==> config.mk <==
export PLATFORM = sky130hd
export DESIGN_NAME = csr_access_unit_flat
export DESIGN_NICKNAME = d
export VERILOG_FILES = /design/src/rtl/csr_access_unit_if.sv /design/src/rtl/csr_access_unit.sv /design/src/flat_wrapper.sv
export SDC_FILE = /design/constraint.sdc
export NUM_CORES = 1
export LEC_CHECK = 0
export ABC_AREA = 0
export BUFFER_PORTS_ARGS = -buffer_cell sky130_fd_sc_hd__buf_2
export CAP_MARGIN = 10
export CORE_MARGIN = 2
export CORE_UTILIZATION = 45
export DETAILED_ROUTE_END_ITERATION = 8
export PLACE_DENSITY = 0.73
export RECOVER_POWER = 100
export SLEW_MARGIN = 10
export SYNTH_ARGS = -nofsm -noshare
export SYNTH_HDL_FRONTEND = slang
export SYNTH_SLANG_ARGS = --single-unit
export TNS_END_PERCENT = 10
==> constraint.sdc <==
create_clock -name clock -period 3.7 [get_ports clock]
set_input_delay 0.185 -clock clock [delete_from_list [all_inputs] [get_ports clock]]
set_output_delay 0.185 -clock clock [all_outputs]
set_load 0.01 [all_outputs]
==> src/rtl/csr_access_unit_if.sv <==
// Interface bundle for csr_access_unit: request, CSR-file and writeback/trap buses.
interface csr_access_unit_if;
    logic        requestValid;
    logic        requestReady;
    logic [2:0]  funct3;
    logic [11:0] csrAddress;
    logic [4:0]  rs1Index;
    logic [31:0] rs1Value;
    logic [4:0]  rdIndex;
    logic        flush;
    logic [2:0]  readCSR;
    logic [31:0] csrReadData;
    logic [2:0]  destinationCSR;
    logic [31:0] csrWriteData;
    logic        csrDestinationEnable;
    logic        resultValid;
    logic [31:0] resultData;
    logic [4:0]  resultRd;
    logic        illegalValid;
    logic [3:0]  mcause;

    modport slave (
        input  requestValid, funct3, csrAddress, rs1Index, rs1Value, rdIndex,
               flush, csrReadData,
        output requestReady, readCSR, destinationCSR, csrWriteData,
               csrDestinationEnable, resultValid, resultData, resultRd,
               illegalValid, mcause
    );

    modport master (
        output requestValid, funct3, csrAddress, rs1Index, rs1Value, rdIndex,
               flush, csrReadData,
        input  requestReady, readCSR, destinationCSR, csrWriteData,
               csrDestinationEnable, resultValid, resultData, resultRd,
               illegalValid, mcause
    );
endinterface

==> src/rtl/csr_access_unit.sv <==
// Zicsr sequencer: legal op = accept, READ, WRITE (3 cycles); illegal = accept, FAULT (2 cycles).
// Ready only in IDLE without flush, so a new request waits until the previous one retires.
module csr_access_unit (
    input  logic            clock,
    input  logic            reset,
    csr_access_unit_if.slave bus
);
    typedef enum logic [1:0] {IDLE, READ, WRITE, FAULT} state_t;

    localparam logic [2:0] IDX_MSTATUS  = 3'd0;
    localparam logic [2:0] IDX_MISA     = 3'd1;
    localparam logic [2:0] IDX_MTVEC    = 3'd2;
    localparam logic [2:0] IDX_MEPC     = 3'd3;
    localparam logic [2:0] IDX_MCAUSE   = 3'd4;
    localparam logic [2:0] IDX_MTVAL    = 3'd5;
    localparam logic [2:0] IDX_MCYCLE   = 3'd6;
    localparam logic [2:0] IDX_MINSTRET = 3'd7;

    state_t      state, nextState;
    logic [2:0]  funct3Reg;
    logic [2:0]  indexReg;
    logic [4:0]  rs1IndexReg;
    logic [31:0] rs1ValueReg;
    logic [4:0]  rdReg;
    logic [31:0] oldValue;
    logic [31:0] newValue;
    logic        writeEnableReg;

    logic [2:0]  mappedIndex;
    logic        addressLegal;
    logic        requestLegal;
    logic        accept;
    logic [31:0] source;
    logic [31:0] computedNew;
    logic        writeSuppress;
    logic        readyInt, writeStrobe, resultStrobe, illegalStrobe;

    always_comb begin
        mappedIndex  = IDX_MSTATUS;
        addressLegal = 1'b1;
        case (bus.csrAddress)
            12'h300: mappedIndex = IDX_MSTATUS;
            12'h301: mappedIndex = IDX_MISA;
            12'h305: mappedIndex = IDX_MTVEC;
            12'h341: mappedIndex = IDX_MEPC;
            12'h342: mappedIndex = IDX_MCAUSE;
            12'h343: mappedIndex = IDX_MTVAL;
            12'hB00: mappedIndex = IDX_MCYCLE;
            12'hB02: mappedIndex = IDX_MINSTRET;
            default: addressLegal = 1'b0;
        endcase
    end

    // funct3 x00 is not a CSR op (000 is ECALL/EBREAK space, 100 is reserved).
    assign requestLegal = addressLegal && (bus.funct3[1:0] != 2'b00);

    assign source = funct3Reg[2] ? {27'b0, rs1IndexReg} : rs1ValueReg;

    always_comb begin
        case (funct3Reg[1:0])
            2'b01:   computedNew = source;
            2'b10:   computedNew = bus.csrReadData | source;
            2'b11:   computedNew = bus.csrReadData & ~source;
            default: computedNew = bus.csrReadData;
        endcase
    end

    // Set/clear with a zero source has no side effects; MISA silently ignores writes.
    assign writeSuppress = ((funct3Reg[1:0] != 2'b01) && (rs1IndexReg == 5'd0))
                         || (indexReg == IDX_MISA);

    always_comb begin
        nextState     = state;
        readyInt      = 1'b0;
        accept        = 1'b0;
        writeStrobe   = 1'b0;
        resultStrobe  = 1'b0;
        illegalStrobe = 1'b0;
        case (state)
            IDLE: begin
                readyInt = !bus.flush && !reset;
                if (bus.requestValid && !bus.flush) begin
                    accept    = 1'b1;
                    nextState = requestLegal ? READ : FAULT;
                end
            end
            READ:  nextState = WRITE;
            WRITE: begin
                writeStrobe  = writeEnableReg;
                resultStrobe = 1'b1;
                nextState    = IDLE;
            end
            FAULT: begin
                illegalStrobe = 1'b1;
                nextState     = IDLE;
            end
            default: nextState = IDLE;
        endcase
        if (bus.flush || reset) begin
            nextState     = IDLE;
            accept        = 1'b0;
            writeStrobe   = 1'b0;
            resultStrobe  = 1'b0;
            illegalStrobe = 1'b0;
        end
    end

    always_ff @(posedge clock) begin
        if (reset) begin
            state          <= IDLE;
            funct3Reg      <= 3'd0;
            indexReg       <= IDX_MSTATUS;
            rs1IndexReg    <= 5'd0;
            rs1ValueReg    <= 32'd0;
            rdReg          <= 5'd0;
            oldValue       <= 32'd0;
            newValue       <= 32'd0;
            writeEnableReg <= 1'b0;
        end else begin
            state <= nextState;
            if (accept) begin
                funct3Reg   <= bus.funct3;
                indexReg    <= mappedIndex;
                rs1IndexReg <= bus.rs1Index;
                rs1ValueReg <= bus.rs1Value;
                rdReg       <= bus.rdIndex;
            end
            if (state == READ) begin
                oldValue       <= bus.csrReadData;
                newValue       <= computedNew;
                writeEnableReg <= !writeSuppress;
            end
        end
    end

    assign bus.requestReady         = readyInt;
    assign bus.readCSR              = indexReg;
    assign bus.destinationCSR       = indexReg;
    assign bus.csrWriteData         = newValue;
    assign bus.csrDestinationEnable = writeStrobe;
    assign bus.resultValid          = resultStrobe;
    assign bus.resultData           = oldValue;
    assign bus.resultRd             = rdReg;
    assign bus.illegalValid         = illegalStrobe;
    assign bus.mcause               = illegalStrobe ? 4'h2 : 4'h0;
endmodule

==> src/flat_wrapper.sv <==
// flat-port wrapper written by rule: the top's interface ports become plain ports
module csr_access_unit_flat 
  (clock, reset, bus_requestValid, bus_funct3, bus_csrAddress, bus_rs1Index, bus_rs1Value, bus_rdIndex, bus_flush, bus_csrReadData, bus_requestReady, bus_readCSR, bus_destinationCSR, bus_csrWriteData, bus_csrDestinationEnable, bus_resultValid, bus_resultData, bus_resultRd, bus_illegalValid, bus_mcause);
  csr_access_unit_if bus_i ();
  input  logic clock;
  input  logic reset;
  input wire logic [$bits(bus_i.requestValid)-1:0] bus_requestValid;
  input wire logic [$bits(bus_i.funct3)-1:0] bus_funct3;
  input wire logic [$bits(bus_i.csrAddress)-1:0] bus_csrAddress;
  input wire logic [$bits(bus_i.rs1Index)-1:0] bus_rs1Index;
  input wire logic [$bits(bus_i.rs1Value)-1:0] bus_rs1Value;
  input wire logic [$bits(bus_i.rdIndex)-1:0] bus_rdIndex;
  input wire logic [$bits(bus_i.flush)-1:0] bus_flush;
  input wire logic [$bits(bus_i.csrReadData)-1:0] bus_csrReadData;
  output wire logic [$bits(bus_i.requestReady)-1:0] bus_requestReady;
  output wire logic [$bits(bus_i.readCSR)-1:0] bus_readCSR;
  output wire logic [$bits(bus_i.destinationCSR)-1:0] bus_destinationCSR;
  output wire logic [$bits(bus_i.csrWriteData)-1:0] bus_csrWriteData;
  output wire logic [$bits(bus_i.csrDestinationEnable)-1:0] bus_csrDestinationEnable;
  output wire logic [$bits(bus_i.resultValid)-1:0] bus_resultValid;
  output wire logic [$bits(bus_i.resultData)-1:0] bus_resultData;
  output wire logic [$bits(bus_i.resultRd)-1:0] bus_resultRd;
  output wire logic [$bits(bus_i.illegalValid)-1:0] bus_illegalValid;
  output wire logic [$bits(bus_i.mcause)-1:0] bus_mcause;
  assign bus_i.requestValid = bus_requestValid;
  assign bus_i.funct3 = bus_funct3;
  assign bus_i.csrAddress = bus_csrAddress;
  assign bus_i.rs1Index = bus_rs1Index;
  assign bus_i.rs1Value = bus_rs1Value;
  assign bus_i.rdIndex = bus_rdIndex;
  assign bus_i.flush = bus_flush;
  assign bus_i.csrReadData = bus_csrReadData;
  assign bus_requestReady = bus_i.requestReady;
  assign bus_readCSR = bus_i.readCSR;
  assign bus_destinationCSR = bus_i.destinationCSR;
  assign bus_csrWriteData = bus_i.csrWriteData;
  assign bus_csrDestinationEnable = bus_i.csrDestinationEnable;
  assign bus_resultValid = bus_i.resultValid;
  assign bus_resultData = bus_i.resultData;
  assign bus_resultRd = bus_i.resultRd;
  assign bus_illegalValid = bus_i.illegalValid;
  assign bus_mcause = bus_i.mcause;
  csr_access_unit u_core (.clock(clock), .reset(reset), .bus(bus_i));
endmodule
# Word-level counts from Yosys, hierarchy flattened
# Cells that the tools add are included.
[word_totals]
input_bits = 93
reg_bits = 115
elab_cells = 62
[op_classes]
n_reduce_logical = 15
mux = 18
eq_ne = 17
bitwise_logic = 3
[ops]
columns = ["operator", "count"]
rows = [
  ["$pmux 32 s3", 1],
  ["$eq 12x10->1 const B", 6],
  ["$and 32x32->32", 1],
  ["$mux 32", 1],
  ["$not 32->32", 1],
  ["$or 32x32->32", 1],
  ["$eq 12x12->1 const B", 2],
  ["$pmux 3 s7", 1],
  ["$mux 1", 11],
  ["$eq 2x2->1 const B", 4],
  ["$reduce_or 8->1", 1],
  ["$mux 2", 3],
  ["$pmux 2 s3", 1],
  ["$logic_not 5->1", 1],
  ["$eq 2x1->1 const B", 2],
  ["$logic_and 1x1->1", 4],
  ["$ne 2x1->1 const B", 2],
  ["$reduce_or 2->1", 2],
  ["$eq 3x1->1 const B", 1],
  ["$logic_not 1->1", 3],
  ["$logic_not 2->1", 1],
  ["$logic_or 1x1->1", 2],
  ["$reduce_bool 2->1", 1],
]

# Longest topological paths before layout
[depth]
word_depth = 7
depth_mapped = 7

# Worst setup path after synthesis
# OpenSTA, ideal clock, no wires.
[synth_path]
kind = "reg-to-reg"
start = "register u_core.state[0]"
end = "register u_core.newValue[10], in the netlist u_core.bus.csrWriteData[10]"
required_ps = 3562
stages_incl_launch_ff = 6
slack_ps = 2338
t_arrival_ps = 1224
setup_ps = 138
path_cell_list = "dfxtp_1 nor2b_1 buf_2 buf_2 clkbuf_1 a211oi_1"
[synth_between]
elab_chain_cells = 1
[synth_lines]
columns = ["item", "line_no", "source"]
rows = [
  ["start: declaration", "csr_access_unit.sv:19", "state_t state, nextState;"],
  ["start signal: assignment", "csr_access_unit.sv:120", "state <= nextState;"],
  ["$eq 2x1->1", "csr_access_unit.sv:128", "if (state == READ) begin"],
  ["end signal: assignment", "csr_access_unit.sv:130", "newValue <= computedNew;"],
  ["end: declaration", "csr_access_unit.sv:26", "logic [31:0] newValue;"],
]
# Every way passes these cells.
# A chain may end at the register's enable or synchronous reset.

# Final worst setup path
[layout_path]
start = "register u_core.funct3Reg[0]"
end = "register u_core.newValue[0], in the netlist u_core.bus.csrWriteData[0]"
[layout_between]
elab_chain_cells = 2
[layout_lines]
columns = ["item", "line_no", "source"]
rows = [
  ["start: declaration", "csr_access_unit.sv:20", "logic [2:0] funct3Reg;"],
  ["start signal: assignment", "csr_access_unit.sv:122", "funct3Reg <= bus.funct3;"],
  ["$eq 2x2->1 / $eq 2x1->1 (equally long branches)", "csr_access_unit.sv:60", "case (funct3Reg[1:0])"],
  ["$pmux 32 s3 (*)", "csr_access_unit.sv:60", ""],
]
# Mark *: on every way between the ends. The rest lies on a longest branch, timed or not.

==> flow_metrics.tcl <==
set metrics [dict create \
    drc 0 \
    drv_cap 2 \
    path_cells "clkbuf_1 -> nor2_1 -> nor2_1 -> o2bb2ai_1 -> a211oi_1" \
    vias 4942 \
    ant_nets 0 \
    tightest_slew_ns 1.84 \
    cts_resized 0 \
    numPortBuffers 172 \
    htreeDepth 4 \
    synth-compound-area-share 0.214 \
    endpoint_kind "flip-flop" \
    synth_cell_types 41 \
    synth_area_leaders "dfxtp_1, nand2_1, a21oi_1" \
    synth_xor_area_frac 0.0543 \
    ctsLongestPathBuffers 2 \
    powerDensity_mw_per_mm2 512 \
    syn_area_mm2 0.00516 \
    yosys_warnings 0 \
    core_mm2 0.0113 \
    postSynthAreaPerCell_um2 7.95 \
    grt_pass1_vias 4637 \
    power.total_w 0.00331 \
    fin_tns_setup_ns 0 \
    path_max_fanout 35 \
    drt_first_pass_iters 5 \
    areaGrowthSynthToFinish_pct 25.2 \
    critPathBufInv 1 \
    status "finished with violations" \
    finalNonFillerCells 949 \
    antenna_found_initial 0 \
    hp-class "in2reg" \
    placed_cells 917 \
    crit_required_ns 4.02 \
    rsz0062_at_grt "no" \
    synth_edf_count 0 \
    critical_path.most_common_cell "nor2_1" \
    ioPinCount 176 \
    worst_setup_path_start_kind "flip-flop" \
    violations "max-capacitance violations, max-slew violations" \
    synth_top_family_by_area "compound AO/OA/AOI/OAI gates" \
    yosys-top-cells-count "nand2_1, dfxtp_1, a21oi_1" \
    track_usage 0.222 \
    syn_inst 650 \
    initial_core_util 0.456 \
    slowest_stage "clkbuf_1" \
    relSlewSlack -0.227 \
    num_antenna_cells 0 \
    drtIter0Drc 271 \
    synth-simple-area-share 0.213 \
    root_buffer "clkbuf_16" \
    drive_gt1_frac 0.165 \
    die_area_mm2 0.0124 \
    wl_um 13900 \
    fin_crit_ns 2.60 \
    worst_slack_ns 1.10 \
    critPathTopFamily "buffers and inverters" \
    synthAdderAreaFrac 0 \
    ys.flop_type "dfxtp_1" \
    max_stage_delay_ns 1.33 \
    min_period_over_period 0.702 \
    leakage_nw 2.49 \
    synth.mux.area_fraction 0.00969 \
    wl_per_cell_um 14.6 \
    grt-ovfl-total 0 \
    die_width_um 111 \
    clock-sinks 115 \
    hpwl_um 8930 \
    synth_most_common_cell "nand2_1" \
    max_freq_ghz 0.385 \
    synth_top_area_frac 0.446 \
    place_ws_ns 1.63 \
    skew_ns 0.00837 \
    ys_ff_latch 115 \
    cts_made_buffers 17 \
    irDropWorstVdd_mv 0.251 \
    die_h_um 111 \
    num_rows 39 \
    yosysSeqAreaShare 0.446 \
    insertion_delay_ns 0.41 \
    grt_pass1_wl_um 22300 \
    finalHoldViolations 0 \
    via_per_inst 5.21 \
    yosysTopAreaCell "dfxtp_1" \
    synthArstFlopShare 0 \
    place.gp.congestion 0.797 \
    setup_viol 0 \
    fin_nets 887 \
    path_class "reg2reg" \
    cp_data_arrival_time_ns 2.92 \
    clk_pin_slew_ns 0.05 \
    report.final.slew_viol_count 73 \
    dpl_cell_area_mm2 0.00597 \
    grt_start_max_net_pins 60 \
    stdcell_area_mm2 0.00647 \
    cts_tree "built" \
]
registers in the layout (all words and copies together), names as in the netlist:
| signal | count |
|---|---|
| u_core.funct3Reg | 3 |
| u_core.bus.destinationCSR | 3 |
| u_core.bus.resultData | 32 |
| u_core.rs1ValueReg | 32 |
| u_core.bus.resultRd | 5 |
| u_core.bus.csrWriteData | 32 |
| u_core.state | 2 |
| u_core.rs1IndexReg | 5 |
| u_core.writeEnableReg | 1 |
per-layer routing:
layer,share of wire,vias to the layer above,global-route usage
li1,-,2449,-
met1,0.43,2295,0.268
met2,0.49,171,0.376
met3,0.061,27,0.0596
met4,0.019,0,0.0905
met5,0,-,0
path summary, 6_finish.rpt:
| path | start | end | slack (ns) | cells past startpoint |
|---|---|---|---|---|
| min | bus_funct3[2] | u_core.funct3Reg[2]$_SDFFE_PP0P_ | 0.004 | 3 |
| max reg2reg | u_core.funct3Reg[0]$_SDFFE_PP0P_ | u_core.bus.csrWriteData[0]$_SDFFE_PP0P_ | 1.10 | 5 |
| max | u_core.funct3Reg[0]$_SDFFE_PP0P_ | u_core.bus.csrWriteData[0]$_SDFFE_PP0P_ | 1.10 | 5 |
| min reg2reg | u_core.bus.resultData[19]$_SDFFE_PP0P_ | u_core.bus.resultData[19]$_SDFFE_PP0P_ | 0.45 | 2 |
report_power, final:
part / switching, W / internal [W] / leakage, nW
clock: 0.000562 / 0.00113 / 0.295
combinational: 0.000182 / 0.000124 / 1.26
sequential: 0.0000275 / 0.00129 / 0.934
what timing repair did:
action,4_1_cts,5_1_grt
hold endpoints to repair,1,0
hold buffers,1,0
setup buffers,0,0
tightest hold or removal path: stages:
cell and delay, ns:
buf_2 0.10, nand2_1 0.04, a21oi_1 0.05
layout by cell type, fill, tap and decap left out, types with 4 or more instances in the layout:
master	synthesis	layout
bufinv_16	0	4
a211oi_1	33	33
xor2_1	5	5
buf_4	13	7
a21oi_1	107	107
a21o_1	28	28
mux2i_1	5	5
clkbuf_16	0	17
buf_2	14	92
nand2_1	160	160
nor3_1	4	4
nor2b_1	30	30
xnor2_1	27	27
dfxtp_1	115	114
nor2_1	45	46
clkbuf_1	26	83
o2bb2ai_1	5	5
clkinv_2	0	5
kinds of logic (layout without fill, tap and decap cells):
kind of cell | Yosys count | in the layout
XOR/XNOR | 32 | 32
multiplexers | 5 | 5
buffers and inverters | 61 | 215
AO/OA/AOI/OAI | 183 | 183
flip-flops | 115 | 115
other | 1 | 3
AND/OR/NAND/NOR | 253 | 253
stage by stage:
| step | utilization | hold WS [ns] |
|---|---|---|
| 2_1_floorplan | - | 0.318 |
| 3_3_place_gp | 0.528 | 0.426 |
| 3_5_place_dp | 0.528 | 0.431 |
| 4_1_cts | 0.582 | 0.000811 |
| 5_1_grt | 0.571 | 0.00631 |
| 6_report | 0.571 | 0.00387 |
area by class of cell:
class / count / area (µm²)
Clock buffer: 20 / 447
Inverter: 3 / 11.3
Sequential cell: 115 / 2300
Fill cell: 1094 / 4850
Tap cell: 143 / 179
Multi-Input combinational cell: 476 / 2540
Timing Repair Buffer: 181 / 827
Clock inverter: 11 / 160
Note: power is estimated with default switching activity, not from simulation.
